## src/rtl/video_pkg.sv

```systemverilog
// Shared definitions for the PET video path: capture FSM states and frame geometry
// common to the video generator and the capture block.
package video_pkg;

    typedef enum logic [2:0] {
        WAIT_VSYNC,
        V_BLANK,
        WAIT_HSYNC,
        H_BLANK,
        ACTIVE
    } capture_state_t;

    localparam int PET_H_BYTES = 40;
    localparam int PET_V_LINES = 200;

endpackage

```

## src/rtl/sync_edge.sv

```systemverilog
// Two-flop synchronizer for an asynchronous level, followed by a one-flop history
// stage used to flag the first synchronized high cycle (rising edge).
module sync_edge (
    input  logic clk_i,
    input  logic reset_i,
    input  logic async_i,
    output logic rise_o
);

    logic meta_q, sync_q, prev_q;
    logic meta_d, sync_d, prev_d;

    always_comb begin
        meta_d = async_i;
        sync_d = meta_q;
        prev_d = sync_q;
    end

    always_ff @(posedge clk_i or posedge reset_i) begin
        if (reset_i) begin
            meta_q <= 1'b0;
            sync_q <= 1'b0;
            prev_q <= 1'b0;
        end else begin
            meta_q <= meta_d;
            sync_q <= sync_d;
            prev_q <= prev_d;
        end
    end

    assign rise_o = sync_q & ~prev_q;

endmodule

```

## src/rtl/video_capture.sv

```systemverilog
// Rebuilds the visible monochrome frame from h_sync/v_sync/video into packed bytes
// for a capture buffer, and measures lines per frame to report lock.
module video_capture
    import video_pkg::*;
#(
    parameter int H_OFFSET = 16,
    parameter int H_BYTES  = PET_H_BYTES,
    parameter int V_OFFSET = 20,
    parameter int V_LINES  = PET_V_LINES,
    parameter int ADDR_W   = 13
) (
    input  logic              clk16_i,
    input  logic              reset_i,
    input  logic              pixel_en_i,
    input  logic              h_sync_i,
    input  logic              v_sync_i,
    input  logic              video_i,
    output logic              wr_en_o,
    output logic [ADDR_W-1:0] wr_addr_o,
    output logic [7:0]        wr_data_o,
    output logic              frame_done_o,
    output logic              overrun_o,
    output logic              locked_o,
    output logic [9:0]        line_count_o
);

    localparam logic [9:0]        H_OFF_LAST = 10'(H_OFFSET - 1);
    localparam logic [9:0]        V_OFF_LAST = 10'(V_OFFSET - 1);
    localparam logic [9:0]        V_LAST     = 10'(V_LINES - 1);
    localparam logic [7:0]        COL_LAST   = 8'(H_BYTES - 1);
    localparam logic [ADDR_W-1:0] LINE_STEP  = ADDR_W'(H_BYTES);
    localparam logic [9:0]        CNT_MAX    = 10'd1023;

    logic h_rise, v_rise;

    sync_edge u_h_sync (.clk_i(clk16_i), .reset_i(reset_i), .async_i(h_sync_i), .rise_o(h_rise));
    sync_edge u_v_sync (.clk_i(clk16_i), .reset_i(reset_i), .async_i(v_sync_i), .rise_o(v_rise));

    capture_state_t    state_q, state_d;
    logic [1:0]        pen_sync_q, pen_sync_d, vid_sync_q, vid_sync_d;
    logic [9:0]        vcnt_q, vcnt_d, hcnt_q, hcnt_d;
    logic [7:0]        col_q, col_d, shift_q, shift_d;
    logic [2:0]        bit_q, bit_d;
    logic [9:0]        line_q, line_d;
    logic [ADDR_W-1:0] line_base_q, line_base_d;
    logic [9:0]        line_ctr_q, line_ctr_d, line_count_q, line_count_d;
    logic [9:0]        prev_count_q, prev_count_d;
    logic              armed_q, armed_d, has_prev_q, has_prev_d, locked_q, locked_d;
    logic              overrun_q, overrun_d, frame_pend_q, frame_pend_d;
    logic              frame_done_q, frame_done_d, wr_en_q, wr_en_d;
    logic [ADDR_W-1:0] wr_addr_q, wr_addr_d;
    logic [7:0]        wr_data_q, wr_data_d;

    // pixel_en/video go through the same two-flop depth as the syncs so ordering holds
    logic pen, vid;
    assign pen = pen_sync_q[1];
    assign vid = vid_sync_q[1];

    always_comb begin
        state_d      = state_q;
        pen_sync_d   = {pen_sync_q[0], pixel_en_i};
        vid_sync_d   = {vid_sync_q[0], video_i};
        vcnt_d       = vcnt_q;
        hcnt_d       = hcnt_q;
        col_d        = col_q;
        shift_d      = shift_q;
        bit_d        = bit_q;
        line_d       = line_q;
        line_base_d  = line_base_q;
        line_ctr_d   = line_ctr_q;
        line_count_d = line_count_q;
        prev_count_d = prev_count_q;
        armed_d      = armed_q;
        has_prev_d   = has_prev_q;
        locked_d     = locked_q;
        overrun_d    = overrun_q;
        frame_pend_d = 1'b0;
        frame_done_d = frame_pend_q;
        wr_en_d      = 1'b0;
        wr_addr_d    = wr_addr_q;
        wr_data_d    = wr_data_q;

        if (h_rise && line_ctr_q != CNT_MAX) begin
            line_ctr_d = line_ctr_q + 10'd1;
        end

        if (v_rise) begin
            // The first v_sync only arms; the second stores a reference count
            line_count_d = line_ctr_q;
            line_ctr_d   = '0;
            line_base_d  = '0;
            line_d       = '0;
            overrun_d    = 1'b0;
            vcnt_d       = '0;
            state_d      = V_BLANK;
            armed_d      = 1'b1;
            if (armed_q) begin
                if (has_prev_q) begin
                    locked_d = (line_ctr_q == prev_count_q) && (line_ctr_q != '0);
                end
                prev_count_d = line_ctr_q;
                has_prev_d   = 1'b1;
            end
        end else begin
            case (state_q)
                WAIT_VSYNC: state_d = WAIT_VSYNC;
                V_BLANK: begin
                    if (h_rise) begin
                        if (vcnt_q == V_OFF_LAST) state_d = WAIT_HSYNC;
                        else                      vcnt_d  = vcnt_q + 10'd1;
                    end
                end
                WAIT_HSYNC: begin
                    if (h_rise) begin
                        state_d = H_BLANK;
                        hcnt_d  = '0;
                    end
                end
                H_BLANK: begin
                    if (h_rise) begin
                        hcnt_d    = '0;
                        overrun_d = 1'b1;
                    end else if (pen) begin
                        if (hcnt_q == H_OFF_LAST) begin
                            state_d = ACTIVE;
                            col_d   = '0;
                            bit_d   = '0;
                        end else begin
                            hcnt_d = hcnt_q + 10'd1;
                        end
                    end
                end
                ACTIVE: begin
                    if (h_rise) begin
                        // Truncated line: drop the partial byte, this edge opens the next line
                        overrun_d   = 1'b1;
                        line_base_d = line_base_q + LINE_STEP;
                        hcnt_d      = '0;
                        if (line_q == V_LAST) begin
                            state_d = WAIT_VSYNC;
                        end else begin
                            line_d  = line_q + 10'd1;
                            state_d = H_BLANK;
                        end
                    end else if (pen) begin
                        shift_d = {shift_q[6:0], vid};
                        bit_d   = bit_q + 3'd1;
                        if (bit_q == 3'd7) begin
                            wr_en_d   = 1'b1;
                            wr_data_d = {shift_q[6:0], vid};
                            wr_addr_d = line_base_q + ADDR_W'(col_q);
                            col_d     = col_q + 8'd1;
                            if (col_q == COL_LAST) begin
                                line_base_d = line_base_q + LINE_STEP;
                                if (line_q == V_LAST) begin
                                    frame_pend_d = 1'b1;
                                    state_d      = WAIT_VSYNC;
                                end else begin
                                    line_d  = line_q + 10'd1;
                                    state_d = WAIT_HSYNC;
                                end
                            end
                        end
                    end
                end
                default: state_d = WAIT_VSYNC;
            endcase
        end
    end

    always_ff @(posedge clk16_i or posedge reset_i) begin
        if (reset_i) begin
            state_q      <= WAIT_VSYNC;
            pen_sync_q   <= '0;
            vid_sync_q   <= '0;
            vcnt_q       <= '0;
            hcnt_q       <= '0;
            col_q        <= '0;
            shift_q      <= '0;
            bit_q        <= '0;
            line_q       <= '0;
            line_base_q  <= '0;
            line_ctr_q   <= '0;
            line_count_q <= '0;
            prev_count_q <= '0;
            armed_q      <= 1'b0;
            has_prev_q   <= 1'b0;
            locked_q     <= 1'b0;
            overrun_q    <= 1'b0;
            frame_pend_q <= 1'b0;
            frame_done_q <= 1'b0;
            wr_en_q      <= 1'b0;
            wr_addr_q    <= '0;
            wr_data_q    <= '0;
        end else begin
            state_q      <= state_d;
            pen_sync_q   <= pen_sync_d;
            vid_sync_q   <= vid_sync_d;
            vcnt_q       <= vcnt_d;
            hcnt_q       <= hcnt_d;
            col_q        <= col_d;
            shift_q      <= shift_d;
            bit_q        <= bit_d;
            line_q       <= line_d;
            line_base_q  <= line_base_d;
            line_ctr_q   <= line_ctr_d;
            line_count_q <= line_count_d;
            prev_count_q <= prev_count_d;
            armed_q      <= armed_d;
            has_prev_q   <= has_prev_d;
            locked_q     <= locked_d;
            overrun_q    <= overrun_d;
            frame_pend_q <= frame_pend_d;
            frame_done_q <= frame_done_d;
            wr_en_q      <= wr_en_d;
            wr_addr_q    <= wr_addr_d;
            wr_data_q    <= wr_data_d;
        end
    end

    assign wr_en_o      = wr_en_q;
    assign wr_addr_o    = wr_addr_q;
    assign wr_data_o    = wr_data_q;
    assign frame_done_o = frame_done_q;
    assign overrun_o    = overrun_q;
    assign locked_o     = locked_q;
    assign line_count_o = line_count_q;

endmodule

```

## config.mk

```make
export PLATFORM = sky130hd
export DESIGN_NAME = video_capture
export DESIGN_NICKNAME = d
export VERILOG_FILES = /design/src/rtl/video_pkg.sv /design/src/rtl/sync_edge.sv /design/src/rtl/video_capture.sv
export SDC_FILE = /design/constraint.sdc
export NUM_CORES = 1
export LEC_CHECK = 0
export BUFFER_PORTS_ARGS = -buffer_cell sky130_fd_sc_hd__buf_2
export CAP_MARGIN = 20
export CORE_MARGIN = 2
export CORE_UTILIZATION = 55
export CTS_CLUSTER_SIZE = 20
export DETAILED_ROUTE_END_ITERATION = 10
export PLACE_DENSITY = 0.86
export SKIP_LAST_GASP = 1
export SYNTH_ARGS = -nofsm -noshare
export SYNTH_HDL_FRONTEND = slang
export SYNTH_SLANG_ARGS = --single-unit
```

## constraint.sdc

```tcl
create_clock -name clk16_i -period 3.7 [get_ports clk16_i]
set_clock_uncertainty 0.05 [all_clocks]
set_input_delay 0.185 -clock clk16_i [delete_from_list [all_inputs] [get_ports clk16_i]]
set_output_delay 0.185 -clock clk16_i [all_outputs]
set_load 0.05 [all_outputs]
```

==> load_flow_metrics.sql <==
INSERT INTO impl_metrics (metric_group, metric, value, unit) VALUES
('timing', 'setup_tns', '0', 'ns'),
('layout', 'flow.area_growth_from_synthesis', '16.5', '%'),
('timing', 'rsz_0062_raised_after_global_routing', 'no', ''),
('timing', 'slew_viol_final', '0', ''),
('clock_tree', 'clk_root_buffer_cell', 'sky130_fd_sc_hd__clkbuf_8', ''),
('place', 'gp_congestion', '0.879', ''),
('timing', 'final-hold-violation-count', '0', ''),
('clock_tree', 'post_cts_setup_bufs', '0', ''),
('power_and_ir_drop', 'post-layout-total-power', '0.00386', 'W'),
('global_routing', 'grt_overflow', '0', ''),
('routing', 'drt_iter0_markers', '446', ''),
('global_routing', 'via_count_of_the_first_global_routing_pass', '4701', ''),
('synthesis', 'synth.area.mux_share', '2.47', '%'),
('routing', 'routed_metal_1_wirelength', '5490', 'um'),
('routing', 'route.met2.wl', '6620', 'um'),
('clock_tree', 'numClockSinks', '129', ''),
('hold_path', 'hold_depth', '2', ''),
('routing', 'routed-wl-met3', '608', 'um'),
('routing', 'dr.max_layer_used', 'met4', ''),
('worst_setup_path', 'critical_path_arrival', '2.85', 'ns'),
('timing', 'fin_crit_sh', '67.8', '%'),
('timing', 'worst_slew_pin_slew', '0.887', 'ns'),
('timing', 'slew_headroom', '40.9', '%'),
('synthesis', 'mean_instance_size_in_the_synthesized_netlist', '9.81', 'um^2'),
('place', 'i_o_buffers', '40', ''),
('worst_setup_path', 'setup.worst_path.end_class', 'flop', ''),
('clock_tree', 'worst_skew_pair.late_latency', '0.53', 'ns'),
('synthesis', 'async_sr_flop_fraction', '100', '%'),
('power_and_ir_drop', 'power.density_cell_area', '541', 'mW/mm^2'),
('clock_tree', 'cts-buffers-inserted', '17', ''),
('worst_setup_path', 'path_max_fanout', '17', ''),
('synthesis', 'postSynthCellCount', '624', ''),
('hold_path', 'worst_hold_path_type', 'in2reg', ''),
('die', 'dieWidth', '109', 'um'),
('outcome', 'outcome', 'finished, final reports clean', ''),
('timing', 'fin_crit', '2.51', 'ns'),
('routing', 'vias', '4786', ''),
('synthesis', 'syn_nets', '644', ''),
('layout', 'n_antenna_cell', '0', ''),
('global_routing', 'gr-usage-all-layers', '23.5', '%'),
('timing', 'fmax', '0.399', 'GHz'),
('routing', 'ant_nets', '0', ''),
('power_and_ir_drop', 'worst_case_vdd_ir_drop', '0.297', 'mV'),
('synthesis', 'synthesis.yosys.warnings', '0', ''),
('synthesis', 'main_combinational_cell_family_by_area_after_synthesis', 'simple AND/OR/NAND/NOR gates', ''),
('layout', 'final_layout_size_suffix_gt1_share', '15.0', '%'),
('worst_setup_path', 'critPathKind', 'reg2reg', ''),
('synthesis', 'post_synth_cell_types', '54', ''),
('synthesis', 'synth-simple-area-share', '23.1', '%'),
('routing', 'viasPerCell', '5.88', ''),
('routing', 'post-route-drc-count', '0', ''),
('clock_tree', 'h_tree_levels', '4', ''),
('die', 'std_cell_rows', '38', ''),
('die', 'dieHeight', '109', 'um'),
('synthesis', 'syn-cell-area', '0.00612', 'mm^2'),
('synthesis', 'synth_xor_area_share', '7.44', '%'),
('worst_setup_path', 'timing.critical_path.from_type', 'flop', ''),
('timing', 'final-setup-viol-count', '0', ''),
('routing', 'wirelength', '13100', 'um'),
('routing', 'drt_pre_antenna_iters', '6', ''),
('global_routing', 'global_route_wire_length_before_repair', '21900', 'um'),
('clock_tree', 'cts_tree', 'yes', ''),
('layout', 'nFillCells', '779', ''),
('worst_setup_path', 'worstPathRequired', '4.04', 'ns'),
('clock_tree', 'clock_tree.buffer_depth', '2', ''),
('place', 'dpl.hpwl', '8080', 'um'),
('global_routing', 'grt_antenna_before_repair', '0', ''),
('die', 'core_region_area', '0.0108', 'mm^2'),
('routing', 'post_drt_wl_per_cell', '16.1', 'um'),
('layout', 'final_net_count', '682', ''),
('die', 'dieArea', '0.0120', 'mm^2'),
('synthesis', 'number_of_synthesized_flops_with_an_enable_pin', '0', ''),
('synthesis', 'synth_seq_cells', '129', ''),
('synthesis', 'yosysSeqAreaShare', '52.7', '%'),
('global_routing', 'grt_start_max_net_pins', '75', ''),
('synthesis', 'synth-compound-area-share', '8.95', '%'),
('die', 'initial_utilization', '56.5', '%'),
('run', 'maximum_capacitance_violations', '0', ''),
('synthesis', 'synth_area_in_adders', '2.86', '%'),
('worst_setup_path', 'worst_r2r_path_depth', '5', ''),
('power_and_ir_drop', 'leakagePower', '3.52', 'nW'),
('die', 'i_o_pin_count', '41', ''),
('synthesis', 'postSynth.topFlopCell', 'sky130_fd_sc_hd__dfrtp_1', ''),
('clock_tree', 'path_clk_slew', '0.06', 'ns');
[layout make-up]
type | instances | area (um^2) | share of cell area, %
Multi-Input combinational cell | 456 | 2750 | 38.6
Clock buffer | 18 | 418 | 5.86
Inverter | 7 | 28.8 | 0.403
Timing Repair Buffer | 51 | 295 | 4.14
Clock inverter | 13 | 235 | 3.30
Tap cell | 140 | 175 | 2.46
Sequential cell | 129 | 3230 | 45.3
[cells by family (layout without fill, tap and decap cells)]
group                    Yosys count  count (layout)
AND/OR/NAND/NOR                  293             293
flip-flops                       129             129
AO/OA/AOI/OAI                     83              83
XOR/XNOR                          52              52
buffers and inverters             39              89
adder cells (fa/ha/maj)           14              14
multiplexers                      14              14
[timing repair]
item | in CTS | in global routing
gates resized for setup | 0 | 0
hold buffers | 5 | 0
endpoints found under the setup margin | 0 | 0
hold endpoints to repair | 76 | 0
[worst max-delay path, cell delays in order, from the launching register on]
cell                        delay, ns
sky130_fd_sc_hd__dfrtp_1         0.49
sky130_fd_sc_hd__or3b_2          0.74
sky130_fd_sc_hd__nand2_1         0.19
sky130_fd_sc_hd__o2111ai_1       0.40
sky130_fd_sc_hd__o21ai_0         0.35
sky130_fd_sc_hd__o21ai_0         0.14
[cell usage after synthesis, types with 2 or more instances]
cell / instances / share of area [%]
sky130_fd_sc_hd__dfrtp_1: 129 / 53
sky130_fd_sc_hd__a211oi_1: 3 / 0.37
sky130_fd_sc_hd__nor3_1: 11 / 0.90
sky130_fd_sc_hd__ha_1: 14 / 2.9
sky130_fd_sc_hd__and2_1: 4 / 0.41
sky130_fd_sc_hd__clkbuf_1: 26 / 1.6
sky130_fd_sc_hd__inv_1: 6 / 0.37
sky130_fd_sc_hd__xor2_1: 27 / 3.9
sky130_fd_sc_hd__and4_1: 3 / 0.43
sky130_fd_sc_hd__or4_1: 3 / 0.37
sky130_fd_sc_hd__o31ai_1: 2 / 0.25
sky130_fd_sc_hd__nor4b_1: 3 / 0.43
sky130_fd_sc_hd__nand4_1: 16 / 1.6
sky130_fd_sc_hd__nor2b_1: 4 / 0.41
sky130_fd_sc_hd__mux2_2: 9 / 1.7
sky130_fd_sc_hd__xnor2_1: 25 / 3.6
sky130_fd_sc_hd__nand3b_1: 2 / 0.25
sky130_fd_sc_hd__a21oi_1: 10 / 0.82
sky130_fd_sc_hd__nor4_1: 4 / 0.41
sky130_fd_sc_hd__nand2_1: 135 / 8.3
sky130_fd_sc_hd__nand2b_1: 7 / 0.72
sky130_fd_sc_hd__a31oi_1: 4 / 0.41
sky130_fd_sc_hd__a31o_2: 5 / 0.72
sky130_fd_sc_hd__nor2_1: 52 / 3.2
sky130_fd_sc_hd__nor3b_1: 3 / 0.37
sky130_fd_sc_hd__buf_1: 5 / 0.31
sky130_fd_sc_hd__and3_1: 15 / 1.5
sky130_fd_sc_hd__o21ai_0: 42 / 3.4
sky130_fd_sc_hd__nand3_1: 21 / 1.7
sky130_fd_sc_hd__mux2i_1: 5 / 0.82
sky130_fd_sc_hd__a22o_1: 6 / 0.86
[registers in the layout, summed over array words and instances, names as in the netlist, 3 cells and up]
name,flops
wr_data_o,8
wr_addr_o,13
vcnt_q,10
hcnt_q,10
line_ctr_q,10
line_count_o,10
shift_q,7
line_base_q,10
state_q,3
col_q,8
prev_count_q,10
bit_q,3
line_q,10
[layer usage]
metal / track usage (%) / vias to the layer above
li1: - / 2222
met1: 28.5 / 2349
met2: 38.9 / 168
met3: 6.40 / 47
met4: 10.9 / 0
met5: 0 / -
[where the power goes]
group,internal (W),switching (W)
sequential,0.00149,0.0000886
combinational,0.000157,0.000273
clock,0.00123,0.000621
total,0.00287,0.000983
[layout by cell type, fill, tap and decap left out, drive strengths merged, types with 6 or more instances in the layout]
cell	Yosys	layout
a21oi	10	10
a22o	6	6
and3	15	15
buf	6	46
bufinv	0	6
clkbuf	26	18
dfrtp	129	129
ha	14	14
inv	6	7
mux2	9	9
nand2	135	135
nand2b	7	7
nand3	21	21
nand4	16	16
nor2	53	53
nor3	11	11
nor4	6	6
o21ai	42	42
xnor2	25	25
xor2	27	27
[stage by stage]
| step | hold slack (ns) | util [%] | area (um^2) | setup WS [ns] | std cells |
|---|---|---|---|---|---|
| floorplan | 0.166 | - | 6120 | 0.0240 | 624 |
| CTS | 0.230 | 65.8 | 7130 | 1.24 | 814 |
| detailed placement | 0.245 | 59.3 | 6430 | 1.25 | 778 |
| global placement | 0.243 | 59.3 | 6430 | 1.36 | 778 |
| finish | 0.245 | 65.8 | 7130 | 1.19 | 814 |
| global route | 0.241 | 65.8 | 7130 | 1.08 | 814 |
[path summary, 6_finish.rpt]
kind                               from         endpoint  slack [ns]
setup / recovery             state_q[0]         col_q[2]        1.19
hold / removal                 v_sync_i  u_v_sync.meta_q        0.24
setup reg to reg             state_q[0]         col_q[2]        1.19
hold reg to reg            frame_done_d     frame_done_o        0.30
max in group asynchronous       reset_i  prev_count_q[9]        2.32
min in group asynchronous       reset_i     wr_data_o[1]        0.37
No activity file was read; power rests on OpenSTA's default activity.
